<file path="src/rtl/branch_predict_unit.sv">
// rtl/branch_predict_unit.sv - 2-bit saturating branch predictor with ID-stage resolution and statistics
module branch_predict_unit #(
  parameter int DEPTH = 64,
  parameter int IDX_W = 6,
  parameter int PC_W  = 32,
  parameter int CNT_W = 32
) (
  input  logic             clk,
  input  logic             reset,
  input  logic [PC_W-1:0]  if_pc,
  output logic             pred_taken,
  input  logic             id_valid,
  input  logic             id_stall,
  input  logic [PC_W-1:0]  id_pc,
  input  logic [1:0]       id_branch,
  input  logic             id_zero,
  input  logic             id_pred_taken,
  output logic             PCSrc,
  output logic             mispredict,
  output logic             redirect_target,
  output logic             redirect_seq,
  output logic [CNT_W-1:0] branch_cnt,
  output logic [CNT_W-1:0] mispred_cnt
);

  logic [1:0]       pht [DEPTH];
  logic [IDX_W-1:0] if_idx;
  logic [IDX_W-1:0] id_idx;
  logic             resolve;
  logic             outcome;
  logic             unused_pc;

  assign if_idx    = if_pc[IDX_W+1:2];
  assign id_idx    = id_pc[IDX_W+1:2];
  assign unused_pc = ^{if_pc, id_pc};

  // Table read is asynchronous, so a same-entry update this cycle is seen next cycle.
  assign pred_taken = pht[if_idx][1];

  assign resolve = id_valid & ~id_stall & (id_branch != 2'b00);

  always_comb begin
    outcome = 1'b0;
    case (id_branch)
      2'b01:   outcome = id_zero;
      2'b10:   outcome = ~id_zero;
      2'b11:   outcome = 1'b1;
      default: outcome = 1'b0;
    endcase
  end

  assign PCSrc           = resolve & outcome;
  assign mispredict      = resolve & (PCSrc != id_pred_taken);
  assign redirect_target = mispredict & PCSrc;
  assign redirect_seq    = mispredict & ~PCSrc;

  always_ff @(posedge clk) begin
    if (reset) begin
      for (int i = 0; i < DEPTH; i++) begin
        pht[i] <= 2'b01;
      end
      branch_cnt  <= '0;
      mispred_cnt <= '0;
    end else if (resolve) begin
      if (PCSrc) begin
        if (pht[id_idx] != 2'b11) pht[id_idx] <= pht[id_idx] + 2'b01;
      end else begin
        if (pht[id_idx] != 2'b00) pht[id_idx] <= pht[id_idx] - 2'b01;
      end
      if (branch_cnt != {CNT_W{1'b1}}) branch_cnt <= branch_cnt + CNT_W'(1);
      if (mispredict && (mispred_cnt != {CNT_W{1'b1}})) mispred_cnt <= mispred_cnt + CNT_W'(1);
    end
  end

endmodule
</file>
<file path="config.mk">
export PLATFORM = sky130hd
export DESIGN_NAME = branch_predict_unit
export DESIGN_NICKNAME = d
export VERILOG_FILES = /design/src/rtl/branch_predict_unit.sv
export SDC_FILE = /design/constraint.sdc
export NUM_CORES = 1
export LEC_CHECK = 0
export CORE_ASPECT_RATIO = 1.25
export CORE_UTILIZATION = 56
export CTS_CLUSTER_DIAMETER = 40
export DETAILED_ROUTE_END_ITERATION = 16
export HOLD_SLACK_MARGIN = 0.05
export PLACE_DENSITY = 0.78
export SKIP_CTS_REPAIR_TIMING = 1
export SLEW_MARGIN = 25
export SYNTH_ARGS = -nofsm -noshare
export SYNTH_HDL_FRONTEND = slang
export SYNTH_SLANG_ARGS = --single-unit
</file>
<file path="constraint.sdc">
create_clock -name clk -period 4.3 [get_ports clk]
set_input_delay 0.86 -clock clk [delete_from_list [all_inputs] [get_ports clk]]
set_output_delay 0.86 -clock clk [all_outputs]
set_load 0.01 [all_outputs]
</file>
==> results.py <==
metrics = {
    "synthesis": {
        "synth_cells": 936,
        "synth.distinct_cells": 58,
        "synth_fa_ha_area_frac": 0.002456,
        "synth-compound-area-share": 0.1073,
        "ys_seq_area_frac": 0.5029,
        "synth_nets": 1010,
        "syn_avg_cell_area_sq_um": 10.89,
        "synth_top_family_by_area": "simple AND/OR/NAND/NOR gates",
        "synth_xor_area_frac": 0.04556,
        "syn_area_sq_um": 10190,
        "synthArstFlopShare": 0,
        "synth.area.mux_share": 0.1011,
        "synthSimpleGateAreaFrac": 0.2035,
        "synth_edf_count": 128,
        "yosys_register_bits": 192,
        "synth_top_flop_cell": "edfxtp_1",
        "yosys_warnings": 0,
    },
    "layout": {
        "utilization": 0.6943,
        "drive_gt1_frac": 0.1735,
        "layout_common_cells": "edfxtp_1 (128), clkdlybuf4s50_1 (84), nor2_1 (76)",
        "fillers": 1319,
        "layout.cells.non_filler": 1273,
        "seq_area_sq_um": 5125,
        "multiInputGateArea_sq_um": 4697,
        "finalNetCount": 1110,
        "final_common_cell": "edfxtp_1",
        "syn_to_final_growth_pct": 20.16,
        "num_antenna_cells": 0,
    },
    "sta": {
        "setup_viol": 0,
        "hold_violations": 0,
        "worst_slack_ps": 150.6,
        "max_freq_ghz": 0.2410,
        "max_slew_margin": 0.2185,
        "drv_slew": 0,
        "worst_pin_slew_ps": 1168,
        "fin_worst_skew_ps": 10.49,
        "tns_ps": 0,
        "period_needed_ps": 4149,
        "rsz0062_at_grt": "false",
        "fin_crit_sh": 0.9650,
    },
    "worst_setup_path": {
        "worst_path_max_delay_cell": "clkdlybuf4s50_1",
        "critPathLaunchType": "input port",
        "worstPathCellList": "clkdlybuf4s50_1, buf_12, mux4_2, mux4_2, mux4_2, dlymetal6s2s_1",
        "cpLargestDelayFamily": "multiplexers",
        "path_buf_inv": 3,
        "cp_common_cell": "mux4_2",
        "critical_path_class": "input port to primary output",
        "cp-end-kind": "primary output",
        "critPathMaxFanout": 10,
        "worstPathRequired_ps": 3440,
        "slowest_delay_ps": 540,
        "worstPathArrival_ps": 3290,
    },
    "floorplan": {
        "dieArea_sq_um": 18740,
        "die_h_um": 152.8,
        "start_util": 0.5778,
        "die-width_um": 122.7,
        "core_area_sq_um": 17630,
        "io_pins": 141,
        "rows": 54,
    },
    "grt": {
        "grt_antenna_before_repair": 1,
        "grt_max_degree": 84,
        "first_global_vias": 8398,
        "grt.overflow.total": 0,
        "grt_pass1_wl_um": 46820,
        "grtUsageTotal": 0.3355,
    },
    "flow_run": {
        "cap_violations": 0,
    },
    "clock_network": {
        "cts_max_level": 4,
        "clk_path_buf_depth": 2,
        "cts_made_buffers": 17,
        "cts.sinks": 192,
        "cts_tree": "done",
        "clk_pin_slew_ps": 70,
        "clock_latency_ps": 440,
        "root_buffer": "clkbuf_16",
    },
    "outcome": {
        "status": "finished, final reports clean",
    },
    "placement": {
        "gp_congestion": 0.9650,
        "dpl_worst_slack_ps": -142.7,
        "port_buffers": 88,
        "dpl.cell_count": 1241,
        "hpwl_um": 20050,
    },
    "power_and_ir_drop": {
        "power_density_nw_per_um2": 333.4,
        "ir_worst_vdd_v": 0.0002116,
        "p_leak_uw": 0.004123,
    },
    "worst_hold_path": {
        "hold_path_class": "flip-flop to flip-flop",
    },
    "route": {
        "vias": 8581,
        "drc": 0,
        "drt-initial-drc-count": 1001,
        "wl_um": 30240,
        "vias_per_cell": 6.741,
        "post_drt_wl_per_cell_um": 23.76,
        "postRouteAntennaNets": 0,
        "drt_pass1_iterations": 5,
    },
}
==> logic make-up after synthesis <==
group,Yosys count
xor+xnor,53
flops,192
compound gates,152
fa+ha+maj,2
mux,63
simple gates,379
buf+inv,95
==> metrics by stage <==
stage / total power [uW] / instance area (sq um) / hold WS [ps]
after floorplan: 2334 / 10190 / 508.2
after global placement: 2545 / 11670 / 487.7
after detailed placement: 2552 / 11670 / 506.7
after CTS: 4078 / 12240 / 522.0
after global routing: 4182 / 12240 / 567.2
final: 4082 / 12240 / 516.0
==> layer usage <==
layer | track usage | vias to the layer above | part of all wire
li1 | - | 3788 | -
met1 | 0.4024 | 4099 | 0.35
met2 | 0.5297 | 553 | 0.48
met3 | 0.09478 | 139 | 0.11
met4 | 0.2056 | 2 | 0.061
met5 | 0 | - | 0.00040
==> power breakdown <==
group          internal [uW]  switching (uW)
clock                    857             700
sequential              1990            19.1
combinational            209             311
total                   3050            1030
==> worst min-delay path, cell delays in order (launching register included) <==
cell,delay [ps]
dfxtp_1,340
o21ai_0,80
a21oi_1,60
==> final timing paths <==
check	cells past startpoint	endpoint	start	slack, ps
worst max-delay path	6	pred_taken	if_pc[2]	150
worst max register to register	9	pht[39][0]	pht[31][1]	1180
worst min-delay path	2	branch_cnt[10]	branch_cnt[10]	520
worst min register to register	2	branch_cnt[10]	branch_cnt[10]	520
==> area by class of cell <==
type                    count  area share
inverters                  13    0.003985
clock buffers              19     0.03536
multi-input cells         649      0.3836
repair buffers            163      0.1246
clock inverters            13     0.01104
well taps                 224     0.02289
flip-flops and latches    192      0.4186
==> flip-flops by register name, summed over array words and instances (netlist names) <==
register	count
branch_cnt	32
mispred_cnt	32
pht	128
==> cells in the mapped netlist (4+ instances only) <==
cell,instances,area share
a21o_1,37,0.027
a21oi_1,22,0.011
a221o_1,4,0.0039
a221oi_1,5,0.0043
a22oi_1,8,0.0059
a31o_2,28,0.024
a31oi_1,6,0.0037
and3_1,24,0.015
and4_1,13,0.011
buf_1,12,0.0044
buf_2,9,0.0044
clkbuf_1,59,0.022
dfxtp_1,64,0.13
edfxtp_1,128,0.38
inv_1,13,0.0048
mux2_2,9,0.0099
mux2i_1,23,0.023
mux4_2,31,0.069
nand2_1,39,0.014
nand3_1,30,0.015
nand3b_1,5,0.0037
nand4_1,17,0.010
nor2_1,76,0.028
nor2b_1,7,0.0043
nor3_1,72,0.035
o21ai_0,19,0.0093
or3_1,40,0.025
or4_1,36,0.027
xnor2_1,19,0.016
xor2_1,34,0.029
No activity file was read; power rests on OpenSTA's default activity.
